`config.mk`:
```
export PLATFORM = sky130hd
export DESIGN_NAME = detector_ganador_flat
export DESIGN_NICKNAME = d
export VERILOG_FILES = /design/src/rtl/conecta4_pkg.sv /design/src/rtl/detector_ganador_if.sv /design/src/rtl/linea_check.sv /design/src/rtl/detector_ganador.sv /design/src/flat_wrapper.sv
export SDC_FILE = /design/constraint.sdc
export NUM_CORES = 1
export LEC_CHECK = 0
export CORE_ASPECT_RATIO = 1.25
export CORE_MARGIN = 5
export CORE_UTILIZATION = 30
export DETAILED_ROUTE_END_ITERATION = 7
export GPL_ROUTABILITY_DRIVEN = 0
export SLEW_MARGIN = 20
export SYNTH_ARGS = -nofsm -noshare
export SYNTH_HDL_FRONTEND = slang
export SYNTH_SLANG_ARGS = --single-unit
```
`constraint.sdc`:
```
create_clock -name clk -period 5.1 [get_ports clk]
set_input_delay 0.765 -clock clk [delete_from_list [all_inputs] [get_ports clk]]
set_output_delay 0.765 -clock clk [all_outputs]
set_load 0.005 [all_outputs]
```
`src/rtl/conecta4_pkg.sv`:
```
// rtl/conecta4_pkg.sv - Connect-four cell/board types, scan directions and detector states
package conecta4_pkg;
    localparam int FILAS_DEF    = 6;
    localparam int COLS_DEF     = 7;
    localparam int EN_LINEA_DEF = 4;

    typedef logic [1:0] celda_t;
    localparam celda_t VACIA = 2'b00;
    localparam celda_t JUG1  = 2'b01;
    localparam celda_t JUG2  = 2'b10;

    typedef enum logic [1:0] {HORIZ, VERT, DIAG, ANTIDIAG} dir_t;
    typedef celda_t [FILAS_DEF-1:0][COLS_DEF-1:0] tablero_t;
    typedef enum logic [2:0] {IDLE, CAPTURA, ESCANEO, FIN, BLOQUEADO} estado_t;

    function automatic logic es_jugador(input celda_t c);
        return (c == JUG1) || (c == JUG2);
    endfunction
endpackage

```
`src/rtl/detector_ganador_if.sv`:
```
// rtl/detector_ganador_if.sv - Board/result bundle between drop block and winner detector
// Optional DETECTOR_MASCARA_EN adds the winning-line cell mask.
interface detector_ganador_if
    import conecta4_pkg::*;
#(
    parameter int FILAS    = FILAS_DEF,
    parameter int COLUMNAS = COLS_DEF
);
    logic                              inserted;
    logic [FILAS-1:0][COLUMNAS-1:0][1:0] tablero_in;
    logic                              busy;
    logic                              done;
    celda_t                            ganador;
    logic                              empate;
    logic                              juego_terminado;
`ifdef DETECTOR_MASCARA_EN
    logic [FILAS-1:0][COLUMNAS-1:0]    linea_ganadora;

    modport master (output inserted, tablero_in,
                    input  busy, done, ganador, empate, juego_terminado, linea_ganadora);
    modport slave  (input  inserted, tablero_in,
                    output busy, done, ganador, empate, juego_terminado, linea_ganadora);
`else
    modport master (output inserted, tablero_in,
                    input  busy, done, ganador, empate, juego_terminado);
    modport slave  (input  inserted, tablero_in,
                    output busy, done, ganador, empate, juego_terminado);
`endif
endinterface

```
`src/rtl/linea_check.sv`:
```
// rtl/linea_check.sv - Combinational test of one EN_LINEA line from a start cell and direction
// Optional DETECTOR_MASCARA_EN adds the matching-cell mask output.
module linea_check
    import conecta4_pkg::*;
#(
    parameter int FILAS    = FILAS_DEF,
    parameter int COLUMNAS = COLS_DEF,
    parameter int EN_LINEA = EN_LINEA_DEF,
    parameter int FW       = $clog2(FILAS),
    parameter int CW       = $clog2(COLUMNAS)
) (
    input  logic [FILAS-1:0][COLUMNAS-1:0][1:0] tablero_i,
    input  logic [FW-1:0]                       fila_i,
    input  logic [CW-1:0]                       col_i,
    input  dir_t                                dir_i,
    output logic                                match_o,
    output celda_t                              jugador_o
`ifdef DETECTOR_MASCARA_EN
    ,
    output logic [FILAS-1:0][COLUMNAS-1:0]      mascara_o
`endif
);
    logic   baja;
    logic   col_sube;
    logic   col_baja;
    logic   dentro;
    logic   iguales;
    celda_t primera;
    logic [FW-1:0] r;
    logic [CW-1:0] c;
`ifdef DETECTOR_MASCARA_EN
    logic [FILAS-1:0][COLUMNAS-1:0] mascara;
`endif

    assign baja     = (dir_i != HORIZ);
    assign col_sube = (dir_i == HORIZ) || (dir_i == DIAG);
    assign col_baja = (dir_i == ANTIDIAG);

    // Whole line must fit on the board before any cell is compared.
    assign dentro = (!baja     || (int'(fila_i) + EN_LINEA - 1 < FILAS)) &&
                    (!col_sube || (int'(col_i) + EN_LINEA - 1 < COLUMNAS)) &&
                    (!col_baja || (int'(col_i) >= EN_LINEA - 1));

    always_comb begin
        primera = tablero_i[fila_i][col_i];
        iguales = dentro && es_jugador(primera);
        r       = fila_i;
        c       = col_i;
`ifdef DETECTOR_MASCARA_EN
        mascara = '0;
`endif
        for (int i = 0; i < EN_LINEA; i++) begin
            r = baja ? fila_i + FW'(i) : fila_i;
            c = col_sube ? col_i + CW'(i) : (col_baja ? col_i - CW'(i) : col_i);
            if (dentro) begin
                if (tablero_i[r][c] != primera)
                    iguales = 1'b0;
`ifdef DETECTOR_MASCARA_EN
                mascara[r][c] = 1'b1;
`endif
            end
        end
    end

    assign match_o   = iguales;
    assign jugador_o = iguales ? primera : VACIA;
`ifdef DETECTOR_MASCARA_EN
    assign mascara_o = iguales ? mascara : '0;
`endif
endmodule

```
`src/rtl/detector_ganador.sv`:
```
// rtl/detector_ganador.sv - Snapshot-and-scan connect-four winner/draw detector
// Optional DETECTOR_MASCARA_EN exposes the winning-line mask.
module detector_ganador
    import conecta4_pkg::*;
#(
    parameter int FILAS    = FILAS_DEF,
    parameter int COLUMNAS = COLS_DEF,
    parameter int EN_LINEA = EN_LINEA_DEF
) (
    input  logic clk,
    input  logic reset,
    detector_ganador_if.slave bus
);
    localparam int         FW     = $clog2(FILAS);
    localparam int         CW     = $clog2(COLUMNAS);
    localparam logic [7:0] ULTIMO = 8'(FILAS * COLUMNAS * 4 - 1);

    typedef logic [FILAS-1:0][COLUMNAS-1:0][1:0] tab_t;

    estado_t       estado_q, estado_d;
    tab_t          snap_q, snap_d;
    logic [7:0]    idx_q, idx_d;
    logic [FW-1:0] fila_q, fila_d;
    logic [CW-1:0] col_q, col_d;
    dir_t          dir_q, dir_d;
    logic          pend_q, pend_d;
    celda_t        ganador_q, ganador_d;
    logic          empate_q, empate_d;
    logic          term_q, term_d;
    logic          hit;
    celda_t        jugador;
    logic          fila0_llena;
`ifdef DETECTOR_MASCARA_EN
    logic [FILAS-1:0][COLUMNAS-1:0] mask_q, mask_d, mask_lc;
`endif

    linea_check #(.FILAS(FILAS), .COLUMNAS(COLUMNAS), .EN_LINEA(EN_LINEA)) u_check (
        .tablero_i (snap_q),
        .fila_i    (fila_q),
        .col_i     (col_q),
        .dir_i     (dir_q),
`ifdef DETECTOR_MASCARA_EN
        .mascara_o (mask_lc),
`endif
        .match_o   (hit),
        .jugador_o (jugador)
    );

    // Gravity fills from the bottom, so a full top row means a full board.
    always_comb begin
        fila0_llena = 1'b1;
        for (int c = 0; c < COLUMNAS; c++)
            if (snap_q[0][c] == VACIA)
                fila0_llena = 1'b0;
    end

    always_comb begin
        estado_d  = estado_q;
        snap_d    = snap_q;
        idx_d     = idx_q;
        fila_d    = fila_q;
        col_d     = col_q;
        dir_d     = dir_q;
        pend_d    = pend_q;
        ganador_d = ganador_q;
        empate_d  = empate_q;
        term_d    = term_q;
`ifdef DETECTOR_MASCARA_EN
        mask_d    = mask_q;
`endif
        if (bus.inserted && (estado_q == CAPTURA || estado_q == ESCANEO))
            pend_d = 1'b1;
        case (estado_q)
            IDLE: if (bus.inserted && !term_q) estado_d = CAPTURA;
            CAPTURA: begin
                snap_d   = bus.tablero_in;
                idx_d    = '0;
                fila_d   = '0;
                col_d    = '0;
                dir_d    = HORIZ;
                estado_d = ESCANEO;
            end
            ESCANEO: begin
                if (hit) begin
                    ganador_d = jugador;
                    empate_d  = 1'b0;
                    term_d    = 1'b1;
`ifdef DETECTOR_MASCARA_EN
                    mask_d    = mask_lc;
`endif
                    estado_d  = FIN;
                end else if (idx_q == ULTIMO) begin
                    ganador_d = VACIA;
                    empate_d  = fila0_llena;
                    term_d    = fila0_llena;
`ifdef DETECTOR_MASCARA_EN
                    mask_d    = '0;
`endif
                    estado_d  = FIN;
                end else begin
                    idx_d = idx_q + 8'd1;
                    dir_d = dir_t'(dir_q + 2'd1);
                    if (dir_q == ANTIDIAG) begin
                        if (col_q == CW'(COLUMNAS - 1)) begin
                            col_d  = '0;
                            fila_d = fila_q + 1'b1;
                        end else begin
                            col_d = col_q + 1'b1;
                        end
                    end
                end
            end
            FIN: begin
                pend_d = 1'b0;
                if (term_q)
                    estado_d = BLOQUEADO;
                else if (pend_q || bus.inserted)
                    estado_d = CAPTURA;
                else
                    estado_d = IDLE;
            end
            default: estado_d = estado_q;
        endcase
    end

    always_ff @(posedge clk or negedge reset) begin
        if (!reset) begin
            estado_q  <= IDLE;
            snap_q    <= '0;
            idx_q     <= '0;
            fila_q    <= '0;
            col_q     <= '0;
            dir_q     <= HORIZ;
            pend_q    <= 1'b0;
            ganador_q <= VACIA;
            empate_q  <= 1'b0;
            term_q    <= 1'b0;
`ifdef DETECTOR_MASCARA_EN
            mask_q    <= '0;
`endif
        end else begin
            estado_q  <= estado_d;
            snap_q    <= snap_d;
            idx_q     <= idx_d;
            fila_q    <= fila_d;
            col_q     <= col_d;
            dir_q     <= dir_d;
            pend_q    <= pend_d;
            ganador_q <= ganador_d;
            empate_q  <= empate_d;
            term_q    <= term_d;
`ifdef DETECTOR_MASCARA_EN
            mask_q    <= mask_d;
`endif
        end
    end

    assign bus.busy            = (estado_q == CAPTURA) || (estado_q == ESCANEO) || (estado_q == FIN);
    assign bus.done            = (estado_q == FIN);
    assign bus.ganador         = ganador_q;
    assign bus.empate          = empate_q;
    assign bus.juego_terminado = term_q;
`ifdef DETECTOR_MASCARA_EN
    assign bus.linea_ganadora  = mask_q;
`endif
endmodule

```
`src/flat_wrapper.sv`:
```
// flat-port wrapper written by rule: the top's interface ports become plain ports
module detector_ganador_flat import conecta4_pkg::*;
#(
    parameter int FILAS    = FILAS_DEF,
    parameter int COLUMNAS = COLS_DEF,
    parameter int EN_LINEA = EN_LINEA_DEF
)
  (clk, reset, bus_inserted, bus_tablero_in, bus_busy, bus_done, bus_ganador, bus_empate, bus_juego_terminado);
  detector_ganador_if #(.FILAS(FILAS), .COLUMNAS(COLUMNAS)) bus_i ();
  input  logic clk;
  input  logic reset;
  input wire logic [$bits(bus_i.inserted)-1:0] bus_inserted;
  input wire logic [$bits(bus_i.tablero_in)-1:0] bus_tablero_in;
  output wire logic [$bits(bus_i.busy)-1:0] bus_busy;
  output wire logic [$bits(bus_i.done)-1:0] bus_done;
  output wire logic [$bits(bus_i.ganador)-1:0] bus_ganador;
  output wire logic [$bits(bus_i.empate)-1:0] bus_empate;
  output wire logic [$bits(bus_i.juego_terminado)-1:0] bus_juego_terminado;
  assign bus_i.inserted = bus_inserted;
  assign bus_i.tablero_in = bus_tablero_in;
  assign bus_busy = bus_i.busy;
  assign bus_done = bus_i.done;
  assign bus_ganador = bus_i.ganador;
  assign bus_empate = bus_i.empate;
  assign bus_juego_terminado = bus_i.juego_terminado;
  detector_ganador #(.FILAS(FILAS), .COLUMNAS(COLUMNAS), .EN_LINEA(EN_LINEA)) u_core (.clk(clk), .reset(reset), .bus(bus_i));
endmodule
```
## After elaboration in Yosys (flattened, before gate mapping)

Index checks and enable logic that the tools add are counted.
Widths: inputs -> output; s select.

- Reductions and logical operators: 36
- Order comparisons: 11
- Multiplexer cells: 67
- Eq/ne operators: 18
- Add/sub/neg operators: 15

Operators by type and width:

| cell | count |
|---|---|
| $bmux 14 s3 | 4 |
| $mux 3 | 21 |
| $mux 14 | 4 |
| $lt 3x4->1 const B | 8 |
| $bmux 2 s3 | 4 |
| $mux 1 | 19 |
| $logic_not 2->1 | 8 |
| $mux 2 | 8 |
| $mux 8 | 2 |
| $pmux 8 s2 | 1 |
| $add 3x2->3 const B | 4 |
| $pmux 3 s2 | 2 |
| $pmux 3 s4 | 1 |
| $lt 5x4->1 const B | 2 |
| $sub 4x1->5 const B | 2 |
| $add 3x3->4 const B | 2 |
| $add 8x1->8 const B | 1 |
| $eq 8x8->1 const B | 1 |
| $logic_or 1x1->1 | 8 |
| $ne 2x2->1 const B | 4 |
| $reduce_bool 2->1 | 4 |
| $add 3x1->3 const B | 2 |
| $eq 2x2->1 const B | 3 |
| $eq 3x2->1 const B | 2 |
| 19 further kinds | 30 |

- Bits of input ports: 87
- Output and inout bits: 6
- Flip-flop bits (word level): 108

## Longest topological paths before layout

- Depth after elaboration: 15
- Depth in mapped cells: 17

## Hierarchy

Synthesis repeated with hierarchy kept, for this count alone.

- Cell total of the unflattened synthesis: 1018
- Area total of the unflattened synthesis: 8699.6 um^2

By module, submodules not included:

| module | area each (um^2) | times used | cells each | seq. area each (um^2) |
|---|---|---|---|---|
| detector_ganador | 4372.9 | 1 | 489 | 2702.6 |
| linea_check | 4326.6 | 1 | 529 | 0.0 |

## Worst setup path before layout

OpenSTA, ideal clock, no wires.

- Kind: flip-flop to flip-flop
- Start point: register u_core.col_q[0]
- End point: register u_core.idx_q[5]
- Clock period less this slack: 4.326 ns
- Library setup time: 0.078 ns
- Required time: 5.022 ns
- Buffers on the path: 2
- Path slack: 0.774 ns
- Data arrival time: 4.248 ns
- Stages on the path, launching flop included: 14
- Cell sequence: dfrtp_1 > inv_2 > buf_1 > ha_1 > clkbuf_1 > nor4b_1 > a211oi_1 > o311a_1 > or3b_1 > nor4b_1 > o32ai_2 > nand2_4 > or4_1 > a21oi_1

- Word-level cells in the longest chain between the ends: 15

RTL lines:

| what | RTL line | text |
|---|---|---|
| start, declared | detector_ganador.sv:24 | `logic [CW-1:0] col_q, col_d;` |
| start signal, assigned | detector_ganador.sv:146 | `col_q <= col_d;` |
| $add 3x3->4 | linea_check.sv:41 | `(!col_sube \|\| (int'(col_i) + EN_LINEA - 1 < COLUMNAS)) &&` |
| $sub 4x1->5 | linea_check.sv:41 |  |
| $lt 5x4->1 | linea_check.sv:41 |  |
| $logic_or 1x1->1 | linea_check.sv:41 |  |
| $logic_and 1x1->1 | linea_check.sv:40 | `assign dentro = (!baja \|\| (int'(fila_i) + EN_LINEA - 1 < FILAS)) &&` |
| $logic_and 1x1->1 | linea_check.sv:41 |  |
| $logic_and 1x1->1 | linea_check.sv:46 | `iguales = dentro && es_jugador(primera);` |
| $mux 1 | linea_check.sv:56 | `if (tablero_i[r][c] != primera)` |
| $mux 1 | linea_check.sv:55 | `if (dentro) begin` |
| $mux 1 | linea_check.sv:56 |  |
| $mux 1 | linea_check.sv:55 |  |
| $mux 1 | linea_check.sv:56 |  |
| $mux 1 * | linea_check.sv:55 |  |
| $ne 2x2->1 (no line) * | - |  |
| $reduce_and 3->1 (no line) * | - |  |
| end signal, assigned | detector_ganador.sv:144 | `idx_q <= idx_d;` |
| end, declared | detector_ganador.sv:22 | `logic [7:0] idx_q, idx_d;` |

Every way passes the cells marked *; elsewhere a longest branch is shown, timed or not. The select of a mux whose other input is x is not followed.
A chain may end at the register's enable or synchronous reset.

## Final worst setup path

- Start point: register u_core.dir_q[0]
- End point: register u_core.idx_q[1]

- Word-level cells in the longest chain between the ends: 15

RTL lines:

| what | RTL line | text |
|---|---|---|
| start, declared | detector_ganador.sv:25 | `dir_t dir_q, dir_d;` |
| start signal, assigned | detector_ganador.sv:147 | `dir_q <= dir_d;` |
| $reduce_bool 2->1, or another cell as far along | linea_check.sv:35 | `assign baja = (dir_i != HORIZ);` |
| $mux 3 / $logic_or 1x1->1 (equally long branches) | linea_check.sv:53, linea_check.sv:36 |  |
| $bmux 14 s3 / $logic_not 1->1 (equally long branches) | linea_check.sv:56, linea_check.sv:41 |  |
| $mux 14 (not written as such) / $logic_or 1x1->1 (equally long branches) | linea_check.sv:56, linea_check.sv:41 |  |
| $bmux 2 s3 / $logic_and 1x1->1 (equally long branches) | linea_check.sv:56, linea_check.sv:40 |  |
| $mux 2 (not written as such) / $logic_and 1x1->1 (equally long branches) | linea_check.sv:56, linea_check.sv:41 |  |
| $ne 2x2->1 / $logic_and 1x1->1 (equally long branches) | linea_check.sv:56, linea_check.sv:46 |  |
| $mux 1 | linea_check.sv:56 |  |
| $mux 1 | linea_check.sv:55 |  |
| $mux 1 | linea_check.sv:56 |  |
| $mux 1 | linea_check.sv:55 |  |
| $mux 1 | linea_check.sv:56 |  |
| $mux 1 * | linea_check.sv:55 |  |
| $ne 2x2->1 (no line) * | - |  |
| $reduce_and 3->1 (no line) * | - |  |

Marked as above.

==> flow_metrics.env <==
export IMPL_post_route_util=0.359
export IMPL_synth_flop_cell="dfrtp_1"
export IMPL_htree_levels=3
export IMPL_path_cells="inv_1, ha_2, nor4b_1, a211oi_1, o21ai_0, a31oi_1, a211oi_1, o22a_1, a2111oi_0, o32ai_2, nand2_2, nand2_1, a31o_2"
export IMPL_io_buffers=92
export IMPL_ant_nets=0
export IMPL_r2r_start="u_core.dir_q[0]"
export IMPL_critPathKind="register to register"
export IMPL_ys_seq_elements=108
export IMPL_layout_common_cells="nand2_1, dfrtp_1, clkdlybuf4s50_1"
export IMPL_ys_seq_area_frac=0.317
export IMPL_fillCellCount=2808
export IMPL_wirelength_um=29100
export IMPL_hold_viol=0
export IMPL_cts_hold_repair_buffers=0
export IMPL_critical_path_top_delay_family="compound AO/OA/AOI/OAI gates"
export IMPL_drive_above_1_share=0.127
export IMPL_finalCritPeriodShare=0.951
export IMPL_synth_edf_count=0
export IMPL_endpoint="u_core.idx_q[1]"
export IMPL_wl_per_cell_um=20.9
export IMPL_finalPower_mw=7.65
export IMPL_timing_critical_path_slowest_stage_cell="ha_2"
export IMPL_die_w_um=161
export IMPL_startpoint="u_core.dir_q[0]"
export IMPL_first_iter_violations=942
export IMPL_worstReg2RegEnd="u_core.idx_q[1]"
export IMPL_yosysTopAreaCellShare=0.317
export IMPL_cts_tree="done"
export IMPL_slowest_delay_ps=800
export IMPL_finClkSkew_ps=8.12
export IMPL_hold_class="input port to async pin"
export IMPL_rsz0062_at_grt="false"
export IMPL_layout_commonest_cell="nand2_1"
export IMPL_syn_cell_area_mm2=0.00853
export IMPL_grt_max_degree=87
export IMPL_cts_made_buffers=9
export IMPL_ctsLongestPathBuffers=2
export IMPL_critical_path_buf_inv_count=1
export IMPL_power_leakage_nw=4.32
export IMPL_cts_sinks=108
export IMPL_io_pins=93
export IMPL_cts_resized=0
export IMPL_yosys_warnings=0
export IMPL_overflow=0
export IMPL_worst_pin_slew_ps=950
export IMPL_antenna_found_initial=0
export IMPL_fin_crit_ps=4850
export IMPL_critical_path_arrival_ps=5110
export IMPL_viasPerCell=5.78
export IMPL_synthCells=963
export IMPL_end_kind="register"
export IMPL_area_delta_synth_final_pct=18.9
export IMPL_powerDensity_mw_per_mm2=754
export IMPL_grt_use_total=0.178
export IMPL_dp_hpwl_um=21500
export IMPL_netlist_top_cell_by_area="dfrtp_1"
export IMPL_syn_nets=1066
export IMPL_fin_setup_tns_ps=0
export IMPL_postCtsSetupRepairBufs=0
export IMPL_status="finished, final reports clean"
export IMPL_clock_latency_ps=370
export IMPL_cap_viol_max_count=0
export IMPL_syn_area_per_cell_um2=8.85
export IMPL_n_antenna_cell=0
export IMPL_start_util=0.302
export IMPL_die_area_mm2=0.0319
export IMPL_die_h_um=198
export IMPL_place_area_mm2=0.00981
export IMPL_drtPass1Iterations=8
export IMPL_row_count=69
export IMPL_yosysUniqueCellTypes=87
export IMPL_drcViolationCount=0
export IMPL_cp_max_fo=40
export IMPL_grt_pass1_vias=7568
export IMPL_r2r_slack_ps=250
export IMPL_startpoint_type="register"
export IMPL_peakVddDrop_mv=0.276
export IMPL_crit_required_ps=5360
export IMPL_vias=8034
export IMPL_root_buffer="clkbuf_16"
export IMPL_max_freq_mhz=206
export IMPL_ys_async_sr_fraction=1.00
export IMPL_relSlewSlack=0.367
export IMPL_clkTransAtPathRegs_ps=70
export IMPL_grt_first_pass_wirelength_um=44600
export IMPL_ys_top_cells_by_area="dfrtp_1, nand2_1, mux4_2"
export IMPL_r2r_cells=13
export IMPL_path_depth=13
export IMPL_final_cell_area_mm2=0.0101
export IMPL_slew_viol_final=0
export IMPL_core_mm2=0.0282
export IMPL_setup_viol=0
export IMPL_crit_top_cell="a211oi_1"
export IMPL_final_nets=1134
metal layers:
| layer | share of wire | global-route usage | vias to the layer above |
|---|---|---|---|
| met5 | 0 | 0 | - |
| met1 | 0.40 | 0.221 | 3856 |
| met2 | 0.47 | 0.295 | 403 |
| met4 | 0.059 | 0.0989 | 0 |
| li1 | - | - | 3662 |
| met3 | 0.073 | 0.0319 | 113 |
metrics by stage:
stage	instances	hold slack, ps	setup WS (ps)
after floorplan	963	457	774
after global placement	1375	481	490
after detailed placement	1375	494	407
after CTS	1391	511	399
after global routing	1391	541	43.7
final	1391	507	251
flip-flops by register name, summed over array words and instances, names as in the netlist:
name and flops:
u_core.bus.empate 1, u_core.col_q 3, u_core.idx_q 8, u_core.bus.juego_terminado 1, u_core.fila_q 3, u_core.pend_q 1, u_core.dir_q 2, u_core.bus.ganador 2
u_core.snap_q 84, u_core.estado_q 3
Yosys cell counts (5+ instances only):
library cell	count
mux2_2	13
a21oi_1	26
or3_1	5
nor4_1	6
dfrtp_1	108
ha_1	16
nand2_1	295
o211ai_1	6
a22oi_1	6
buf_2	15
clkbuf_1	32
mux2i_1	58
nand3b_1	5
nand3_1	29
inv_1	9
nor3b_1	5
nor2_1	33
a21o_1	6
nand2b_1	11
buf_4	8
o21ai_0	33
mux4_2	49
o22ai_1	13
a211oi_1	11
o221ai_1	5
a31oi_1	5
nor2b_1	7
and3_1	5
nor3_1	15
a21boi_0	5
xnor2_1	7
nand4_1	8
worst min-delay path by stage:
stage | start | slack, ps | end
floorplan | u_core.snap_q[31] | 460 | u_core.snap_q[31]
global placement | u_core.snap_q[31] | 480 | u_core.snap_q[31]
detailed placement | u_core.snap_q[29] | 490 | u_core.snap_q[29]
CTS | u_core.snap_q[29] | 510 | u_core.snap_q[29]
global route | u_core.bus.empate | 540 | u_core.bus.empate
finish | reset | 510 | u_core.snap_q[13]
cells by family (layout without fill, tap and decap cells):
group | Yosys count | after routing | synth area share
compound gates | 180 | 180 | 0.150
xor+xnor | 13 | 13 | 0.0151
fa+ha+maj | 16 | 16 | 0.0235
buf+inv | 76 | 149 | 0.0427
flops | 108 | 108 | 0.317
mux | 120 | 120 | 0.215
simple gates | 450 | 450 | 0.237
power breakdown:
group | internal, mW | switching (mW)
combinational | 2.16 | 2.84
sequential | 1.24 | 0.628
clock | 0.458 | 0.328
area by class of cell:
type | count | area [um^2] | share of cell area
inverter | 13 | 48.8 | 0.00481
timing repair buffer | 120 | 1130 | 0.111
clock inverter | 5 | 83.8 | 0.00827
sequential | 108 | 2710 | 0.267
clock buffer | 11 | 253 | 0.0249
multi-input combinational | 779 | 5480 | 0.540
tap | 355 | 444 | 0.0438
worst register-to-register path, delay by kind of cell, from the launching register on:
| kind | cells | cell delay (ps) |
|---|---|---|
| buf+inv | 1 | 120 |
| flops | 1 | 390 |
| compound gates | 8 | 2840 |
| simple gates | 3 | 590 |
| fa+ha+maj | 1 | 800 |
Note: power is estimated with default switching activity, not from simulation.
